--- config.mk ---
export PLATFORM = sky130hd
export DESIGN_NAME = dac_serial_loader
export DESIGN_NICKNAME = d
export VERILOG_FILES = /design/src/rtl/dac_serial_loader.sv
export SDC_FILE = /design/constraint.sdc
export NUM_CORES = 1
export LEC_CHECK = 0
export CAP_MARGIN = 20
export CORE_AREA = 2 2 57 59
export DETAILED_ROUTE_END_ITERATION = 8
export DIE_AREA = 0 0 59 61
export HOLD_SLACK_MARGIN = 0.03
export PLACE_DENSITY = 0.8
export SLEW_MARGIN = 20
export SYNTH_ARGS = -nofsm -noshare
export SYNTH_HDL_FRONTEND = slang
export SYNTH_SLANG_ARGS = --single-unit
export TNS_END_PERCENT = 100
--- constraint.sdc ---
create_clock -name clk -period 2.45 [get_ports clk]
set_input_delay 0.6125 -clock clk [delete_from_list [all_inputs] [get_ports clk]]
set_output_delay 0.6125 -clock clk [all_outputs]
set_load 0.02 [all_outputs]
--- src/rtl/dac_serial_loader.sv ---
// Serial loader for DAC7611-class 3-wire DACs: shifts DATA_W-bit words out on shared
// SCLK/SDI, then strobes the addressed chip's LD line; also issues CLR pulses on request.
module dac_serial_loader #(
    parameter int DATA_W    = 12,
    parameter int NUM_CH    = 1,
    parameter int HALF_CYC  = 2,
    parameter int LD_DLY    = 2,
    parameter int LD_W      = 2,
    parameter int CLR_W     = 1,
    parameter int MSB_FIRST = 1,
    localparam int CH_W     = (NUM_CH > 1) ? $clog2(NUM_CH) : 1
) (
    input  logic              clk,
    input  logic              reset,
    input  logic              in_valid,
    output logic              in_ready,
    input  logic [DATA_W-1:0] in_data,
    input  logic [CH_W-1:0]   in_ch,
    input  logic              clr_req,
    output logic              busy,
    output logic              done,
    output logic              sclk,
    output logic              sdi,
    output logic [NUM_CH-1:0] ld_n,
    output logic              clr_n
);

    localparam int HC_W  = (HALF_CYC > 1) ? $clog2(HALF_CYC) : 1;
    localparam int BIT_W = (DATA_W > 1) ? $clog2(DATA_W) : 1;
    localparam int CMAX  = (LD_DLY > LD_W) ? ((LD_DLY > CLR_W) ? LD_DLY : CLR_W)
                                           : ((LD_W > CLR_W) ? LD_W : CLR_W);
    localparam int CNT_W = (CMAX > 1) ? $clog2(CMAX) : 1;

    localparam logic [HC_W-1:0]  HC_LAST  = HC_W'(HALF_CYC - 1);
    localparam logic [BIT_W-1:0] BIT_LAST = BIT_W'(DATA_W - 1);
    localparam logic [CNT_W-1:0] DLY_LAST = CNT_W'(LD_DLY - 1);
    localparam logic [CNT_W-1:0] LDW_LAST = CNT_W'(LD_W - 1);
    localparam logic [CNT_W-1:0] CLR_LAST = CNT_W'(CLR_W - 1);

    typedef enum logic [2:0] {
        IDLE  = 3'd0,
        SHIFT = 3'd1,
        HOLD  = 3'd2,
        LOAD  = 3'd3,
        CLEAR = 3'd4
    } state_t;

    state_t            state_q, state_d;
    logic [HC_W-1:0]   half_q, half_d;
    logic              hi_q, hi_d;
    logic [BIT_W-1:0]  bit_q, bit_d;
    logic [CNT_W-1:0]  cnt_q, cnt_d;
    logic [DATA_W-1:0] shreg_q, shreg_d;
    logic [CH_W-1:0]   ch_q, ch_d;
    logic              clr_pend_q, clr_pend_d;

    logic              in_ready_d, busy_d, done_d, sclk_d, sdi_d, clr_n_d;
    logic [NUM_CH-1:0] ld_n_d;

    always_ff @(posedge clk or negedge reset) begin
        if (!reset) begin
            state_q    <= IDLE;
            half_q     <= '0;
            hi_q       <= 1'b0;
            bit_q      <= '0;
            cnt_q      <= '0;
            shreg_q    <= '0;
            ch_q       <= '0;
            clr_pend_q <= 1'b0;
            in_ready   <= 1'b0;
            busy       <= 1'b0;
            done       <= 1'b0;
            sclk       <= 1'b1;
            sdi        <= 1'b0;
            ld_n       <= '1;
            clr_n      <= 1'b1;
        end else begin
            state_q    <= state_d;
            half_q     <= half_d;
            hi_q       <= hi_d;
            bit_q      <= bit_d;
            cnt_q      <= cnt_d;
            shreg_q    <= shreg_d;
            ch_q       <= ch_d;
            clr_pend_q <= clr_pend_d;
            in_ready   <= in_ready_d;
            busy       <= busy_d;
            done       <= done_d;
            sclk       <= sclk_d;
            sdi        <= sdi_d;
            ld_n       <= ld_n_d;
            clr_n      <= clr_n_d;
        end
    end

    // Every output is computed here as its next value so that all pins come
    // straight from flops and cannot glitch.
    always_comb begin
        state_d    = state_q;
        half_d     = half_q;
        hi_d       = hi_q;
        bit_d      = bit_q;
        cnt_d      = cnt_q;
        shreg_d    = shreg_q;
        ch_d       = ch_q;
        clr_pend_d = clr_pend_q | (clr_req & (state_q != IDLE));
        in_ready_d = in_ready;
        busy_d     = busy;
        done_d     = 1'b0;
        sclk_d     = sclk;
        sdi_d      = sdi;
        ld_n_d     = ld_n;
        clr_n_d    = clr_n;

        case (state_q)
            IDLE: begin
                if (clr_req || clr_pend_q) begin
                    state_d    = CLEAR;
                    cnt_d      = '0;
                    clr_n_d    = 1'b0;
                    busy_d     = 1'b1;
                    in_ready_d = 1'b0;
                    clr_pend_d = 1'b0;
                end else if (in_valid && in_ready) begin
                    state_d    = SHIFT;
                    half_d     = '0;
                    hi_d       = 1'b0;
                    bit_d      = '0;
                    ch_d       = in_ch;
                    sclk_d     = 1'b0;
                    busy_d     = 1'b1;
                    in_ready_d = 1'b0;
                    if (MSB_FIRST != 0) begin
                        sdi_d   = in_data[DATA_W-1];
                        shreg_d = in_data << 1;
                    end else begin
                        sdi_d   = in_data[0];
                        shreg_d = in_data >> 1;
                    end
                end else begin
                    in_ready_d = 1'b1;
                    sdi_d      = 1'b0;
                end
            end

            SHIFT: begin
                if (half_q != HC_LAST) begin
                    half_d = half_q + 1'b1;
                end else begin
                    half_d = '0;
                    if (!hi_q) begin
                        hi_d   = 1'b1;
                        sclk_d = 1'b1;
                    end else if (bit_q == BIT_LAST) begin
                        // sclk stays high and sdi keeps the last bit through HOLD
                        state_d = HOLD;
                        cnt_d   = '0;
                    end else begin
                        bit_d  = bit_q + 1'b1;
                        hi_d   = 1'b0;
                        sclk_d = 1'b0;
                        if (MSB_FIRST != 0) begin
                            sdi_d   = shreg_q[DATA_W-1];
                            shreg_d = shreg_q << 1;
                        end else begin
                            sdi_d   = shreg_q[0];
                            shreg_d = shreg_q >> 1;
                        end
                    end
                end
            end

            HOLD: begin
                if (cnt_q == DLY_LAST) begin
                    state_d = LOAD;
                    cnt_d   = '0;
                    ld_n_d  = '1;
                    // an out-of-range channel matches no line, so nothing strobes
                    for (int i = 0; i < NUM_CH; i++) begin
                        if (ch_q == CH_W'(i)) ld_n_d[i] = 1'b0;
                    end
                end else begin
                    cnt_d = cnt_q + 1'b1;
                end
            end

            LOAD: begin
                if (cnt_q == LDW_LAST) begin
                    state_d    = IDLE;
                    ld_n_d     = '1;
                    done_d     = 1'b1;
                    busy_d     = 1'b0;
                    sdi_d      = 1'b0;
                    in_ready_d = !clr_pend_d;
                end else begin
                    cnt_d = cnt_q + 1'b1;
                end
            end

            CLEAR: begin
                if (cnt_q == CLR_LAST) begin
                    state_d    = IDLE;
                    clr_n_d    = 1'b1;
                    busy_d     = 1'b0;
                    in_ready_d = !clr_pend_d;
                end else begin
                    cnt_d = cnt_q + 1'b1;
                end
            end

            default: begin
                state_d    = IDLE;
                sclk_d     = 1'b1;
                sdi_d      = 1'b0;
                ld_n_d     = '1;
                clr_n_d    = 1'b1;
                busy_d     = 1'b0;
                in_ready_d = 1'b0;
            end
        endcase
    end

endmodule

==> results of run 1 <==
-- per-stage QoR --
stage	setup WS (ns)	instances	cell area (µm²)	utilization
2_1_floorplan	0.732	168	1620	-
3_3_place_gp	0.230	220	1890	0.642
3_5_place_dp	0.160	220	1890	0.642
4_1_cts	0.356	228	1950	0.661
5_1_grt	0.317	228	1950	0.661
6_report	0.368	228	1950	0.661
-- worst register-to-register path, delay by kind of cell (launching register included) --
family / cells / cell delay (ns)
buf+inv: 1 / 0.25
flops: 1 / 0.55
compound gates: 3 / 0.43
simple gates: 1 / 0.45
-- kinds of logic after synthesis --
logic type	synth area share
buf+inv	0.0448
xor+xnor	0.00541
fa+ha+maj	0.00772
simple gates	0.171
compound gates	0.223
flops	0.466
mux	0.0819
-- Yosys cell counts (all sizes together) (2+ instances only) --
master  instances  share of area
dfrtp          27           0.42
a21oi          17          0.053
nor2           14          0.032
mux2i          11          0.068
nand2          11          0.025
a31oi          10          0.039
buf             8          0.026
o21ai           7          0.022
nor2b           5          0.019
a21o            4          0.019
clkbuf          4         0.0093
inv             4         0.0093
a211oi          3          0.014
dfstp           3          0.049
nor3b           3          0.017
o22ai           3          0.012
a32oi           2          0.011
and2            2         0.0077
mux2            2          0.014
nand3           2         0.0062
nand4           2         0.0077
nor3            2         0.0062
o21a            2         0.0093
-- state kept, by name, summed over array words and instances, names as in the netlist --
| register | cells |
|---|---|
| bit_q | 4 |
| hi_q | 1 |
| clr_n | 1 |
| cnt_q | 1 |
| done | 1 |
| ch_q | 1 |
| state_q | 3 |
| sdi | 1 |
| shreg_q | 11 |
| half_q | 1 |
| sclk | 1 |
| in_ready | 1 |
| clr_pend_q | 1 |
| ld_n | 1 |
| busy | 1 |
-- worst max-delay path by stage --
stage / start / endpoint / slack (ns)
2_1_floorplan: clr_req / sdi$_DFFE_PN0P_ / 0.73
3_3_place_gp: clr_req / sdi$_DFFE_PN0P_ / 0.23
3_5_place_dp: clr_req / sdi$_DFFE_PN0P_ / 0.16
4_1_cts: clr_n$_DFFE_PN1P_ / clr_n / 0.36
5_1_grt: clr_n$_DFFE_PN1P_ / clr_n / 0.32
6_report: clr_n$_DFFE_PN1P_ / clr_n / 0.37
-- power groups by stage --
stage | clock network (mW) | logic (mW) | registers, mW
floorplan | 0 | 0.528 | 0.893
global placement | 0 | 0.779 | 0.885
detailed placement | 0 | 0.802 | 0.899
CTS | 0.310 | 0.805 | 0.890
global route | 0.336 | 0.891 | 0.930
finish | 0.301 | 0.798 | 0.895
-- cells in the final DEF, fill, tap and decap left out, types with 7 or more instances in the layout --
cell type,count
nor2_1,14
dfrtp_1,27
a31oi_1,10
mux2i_1,11
o21ai_0,7
clkdlybuf4s50_1,23
a21oi_1,17
buf_4,8
nand2_1,11
-- cell type report --
cell class,instances,area [µm²]
multi-input combinational,122,793
tap,33,41.3
timing repair buffer,31,290
fill,243,1000
inverter,4,15.0
sequential,30,754
clock buffer,8,58.8
-- metal layers --
layer / vias up / global-route usage / part of all wire
met3: 6 / 0.0704 / 0.052
met2: 39 / 0.344 / 0.48
li1: 676 / - / -
met5: - / 0 / 0
met1: 661 / 0.275 / 0.45
met4: 0 / 0.101 / 0.014
==> results.ini, run 1 <==
[clocking]
cts_tree=done
cts_hold_buffers=0
total_clock_buffers_created_by_cts=5
path_clk_slew_ns=0.09
clkSinkCount=30
clk_latency_ns=0.33
h_tree_lvls=2
post_cts_buffers=0
cts_buffer_depth=2
cts-resized-gates=0
ctsRootBufferMaster=clkbuf_4

[final_layout]
antenna_cells_inserted=0
area_added_between_synthesis_and_finish_pct=20.5
fin_nets=212
drive_above_1_share=0.113

[pwr]
ir_worst_vdd_uv=594
design_power_total_mw=1.99
int_pwr_mw=1.24
switchingPower_mw=0.753
switching_share=0.377
leakage_nw=0.812
power.density_cell_area_nw_per_um2=1020
combinationalPowerShare=0.400
clockPowerShare=0.151
share_seq_of_total_power=0.449

[synthesis]
postSynth.topFlopCell=dfrtp_1
number_of_enable_flip_flop_cells_after_synthesis=0
post_synth.cell_area_avg_um2=9.64
flop_and_latch_count_out_of_synthesis=30
ys.warnings.count=0
number_of_distinct_library_cells_after_synthesis=45
seq_area_frac_synth=0.466
synthArstFlopShare=1.00
synth.net_count=186
syn-instance-count=168
mapped_area_um2=1620

[floorplan]
die_width_um=59
initial_core_util=0.549
rows=20
io_pins=24
die_area_um2=3600
die-height_um=61
coreArea_um2=2950

[worst_setup_path]
critical_path.n_buffers_inverters=1
critical_path_peak_fanout=3
r2r_setup_slack_ns=0.66
critical_path.reg2reg.startpoint=state_q[2]$_DFFE_PN0P_
cp_slowest_cell=clkdlybuf4s50_1
worstPathCellList=clkdlybuf4s50_1
critical_path_arrival_ns=1.47
critPathKind=reg2out
endpoint_kind=primary output
sort_of_element_at_the_start_of_the_critical_path=register
cp.depth=1
critPathRequiredTime_ns=1.84
critical_path.reg2reg.endpoint=sdi$_DFFE_PN0P_
worst_path_dominant_cell_family=buffers and inverters
worstRegToRegCells=5
timing.critical_path.slowest_cell_delay_ns=0.60

[timing]
finClkSkew_ns=0.00910
timing.final.crit_period_ns=2.08
final.setup.tns_ns=0
setup_violations=0
final_hold_viol_count=0
slew_headroom=0.645
fmax_ghz=0.480
rsz0062_at_grt=no
finalHoldWorstSlack_ns=0.505
timing.final.crit_share=0.850
worst_pin_slew_ns=0.532
finalMaxSlewViolations=0

[global_routing]
overflow=0
grt_max_degree=31
grt_pass1_wl_um=5780
grt_pass1_vias=1302
number_of_antenna_violations_at_the_first_check_in_global_routing=0
grt_use_total=0.219

[flow_run]
drv.max_cap_violation_count=0

[worst_hold_path]
hold-path-endpoint=shreg_q[1]$_DFFE_PN0P_
hold_path.class=reg2reg
holdPathStages=1
timing.hold.worst.start=shreg_q[1]$_DFFE_PN0P_

[detailed_routing]
detailedRoute.firstIterationViolations=143
tritonroute_pass_1_iters=4
remaining_drc_errors=0
ant_nets=0
route.detailed.vias_per_inst=6.06
wl_per_cell_um=14.9
num_vias=1382
routed_wirelength_um=3400

[run_status]
run_status=completed

[place]
routabilityCongestion=0.845
hpwlAfterDp_um=2370
port_buffers=23

No activity file was read; power rests on OpenSTA's default activity.
==> run 2, diff against run 1 <==
--- a/config.mk
+++ b/config.mk
@@ -6,11 +6,11 @@
 export NUM_CORES = 1
 export LEC_CHECK = 0
 export CAP_MARGIN = 20
-export CORE_AREA = 2 2 57 59
+export CORE_AREA = 2 2 62 64
 export DETAILED_ROUTE_END_ITERATION = 8
-export DIE_AREA = 0 0 59 61
+export DIE_AREA = 0 0 64 66
 export HOLD_SLACK_MARGIN = 0.03
-export PLACE_DENSITY = 0.8
+export PLACE_DENSITY = 0.72
 export SLEW_MARGIN = 20
 export SYNTH_ARGS = -nofsm -noshare
 export SYNTH_HDL_FRONTEND = slang
==> constraint.sdc (replaced) <==
create_clock -name clk -period 1.8 [get_ports clk]
set_input_delay 0.45 -clock clk [delete_from_list [all_inputs] [get_ports clk]]
set_output_delay 0.45 -clock clk [all_outputs]
set_load 0.02 [all_outputs]
==> results.ini, run 2 (same netlist as run 1, synthesis figures left out) <==
[timing]
final_hold_viol_count=0
final.setup.tns_ns=0
timing.final.crit_share=0.951
fmax_ghz=0.584
finalMaxSlewViolations=0
worst_pin_slew_ns=0.411
slew_headroom=0.722
finClkSkew_ns=0.0236
setup_violations=0
setup_ws_ns=0.0890
rsz0062_at_grt=no
timing.final.crit_period_ns=1.71

[run_status]
run_status=completed

[clocking]
clkSinkCount=30
h_tree_lvls=2
ctsRootBufferMaster=clkbuf_4
cts_hold_buffers=0
total_clock_buffers_created_by_cts=5
cts-resized-gates=4
post_cts_buffers=0
cts_tree=done
path_clk_slew_ns=0.10
clk_latency_ns=0.34
cts_buffer_depth=2

[place]
port_buffers=23
routabilityCongestion=0.861
hpwlAfterDp_um=2490
pre_cts_slack_ns=-0.288

[global_routing]
grt_max_degree=31
grt_pass1_wl_um=6020
met2_usage=0.290
grt_pass1_vias=1324
overflow=0
globalRoute.busiestLayer=met2
grt.met1_usage=0.242
number_of_antenna_violations_at_the_first_check_in_global_routing=0
globalRouteMet3Util=0.0494
grt_use_total=0.187

[detailed_routing]
route.detailed.vias_per_inst=5.68
routed_wirelength_um=3570
detailedRoute.firstIterationViolations=86
tritonroute_pass_1_iters=4
num_vias=1419
remaining_drc_errors=0
wl_per_cell_um=14.3
ant_nets=0

[floorplan]
io_pins=24
die_area_um2=4220
initial_core_util=0.456
die-height_um=66
rows=22
die_width_um=64
coreArea_um2=3550

[worst_setup_path]
sort_of_element_at_the_start_of_the_critical_path=input port
endpoint=sclk$_DFFE_PN1P_
endpoint_kind=register
cp-startpoint=clr_req
critPathRequiredTime_ns=2.08
critical_path.reg2reg.startpoint=state_q[0]$_DFFE_PN0P_
worstRegToRegCells=3
r2r_setup_slack_ns=0.14
critical_path_peak_fanout=3
critical_path.reg2reg.endpoint=sdi$_DFFE_PN0P_
critPathKind=in2reg
critical_path_arrival_ns=1.99

[final_layout]
antenna_cells_inserted=0
drive_above_1_share=0.149
largest_register_ffs=11
fin_nets=219
final_core_utilization=0.573
final_cell_mix=dfrtp_1 (27), a21oi_1 (17), clkdlybuf4s50_1 (17)
area_added_between_synthesis_and_finish_pct=25.6
biggestRegsByFlops=shreg_q: 11 flops, bit_q: 4 flops, state_q: 3 flops
layout.cells.most_common=dfrtp_1
register_with_the_highest_flop_count=shreg_q

[worst_hold_path]
hold_path.class=in2async

[pwr]
ir_worst_vdd_uv=625
leakage_nw=0.875
power.density_cell_area_nw_per_um2=1330
design_power_total_mw=2.72

[flow_run]
drv.max_cap_violation_count=0

-- run 2: where the power goes --
| part | total, mW | leakage (nW) | switching (mW) | internal, mW |
|---|---|---|---|---|
| registers | 1.17 | 0.369 | 0.207 | 0.965 |
| logic | 1.13 | 0.474 | 0.606 | 0.521 |
| clock network | 0.418 | 0.0326 | 0.225 | 0.192 |
-- run 2: worst min-delay path by stage --
stage | start | end | slack, ns | depth (start not counted)
6_report | reset | clr_pend_q$_DFF_PN0_ | 0.49 | 2
5_1_grt | shreg_q[1]$_DFFE_PN0P_ | shreg_q[1]$_DFFE_PN0P_ | 0.51 | 1
4_1_cts | reset | clr_pend_q$_DFF_PN0_ | 0.50 | 2
3_5_place_dp | shreg_q[1]$_DFFE_PN0P_ | shreg_q[1]$_DFFE_PN0P_ | 0.48 | 1
3_3_place_gp | shreg_q[1]$_DFFE_PN0P_ | shreg_q[1]$_DFFE_PN0P_ | 0.48 | 1
2_1_floorplan | reset | bit_q[0]$_DFFE_PN0P_ | 0.15 | 0
-- run 2: stage by stage --
stage	hold WS, ns	area [µm²]	cells
after floorplan	0.154	1620	168
after global placement	0.478	1970	242
after detailed placement	0.480	1970	242
after CTS	0.498	2020	250
after global routing	0.512	2030	250
final	0.487	2030	250
-- run 2: metal layers --
metal  part of all wire  vias up
met5                  0        -
met2               0.47       36
met4              0.020        0
met3              0.055        7
met1               0.45      688
li1                   -      688
-- run 2: critical path, stage by stage --
cell and delay (ns):
clkdlybuf4s50_1 0.44, buf_4 0.16, nor4bb_1 0.29, buf_4 0.18, nand2_1 0.10, a32oi_1 0.24
o21a_1 0.14
-- run 2: layout make-up --
| cell class | count | area [µm²] |
|---|---|---|
| tap | 48 | 60.1 |
| clock buffer | 8 | 58.8 |
| timing repair buffer | 38 | 347 |
| multi-input combinational | 122 | 800 |
| sequential | 30 | 754 |
| inverter | 4 | 15.0 |
| fill | 322 | 1520 |
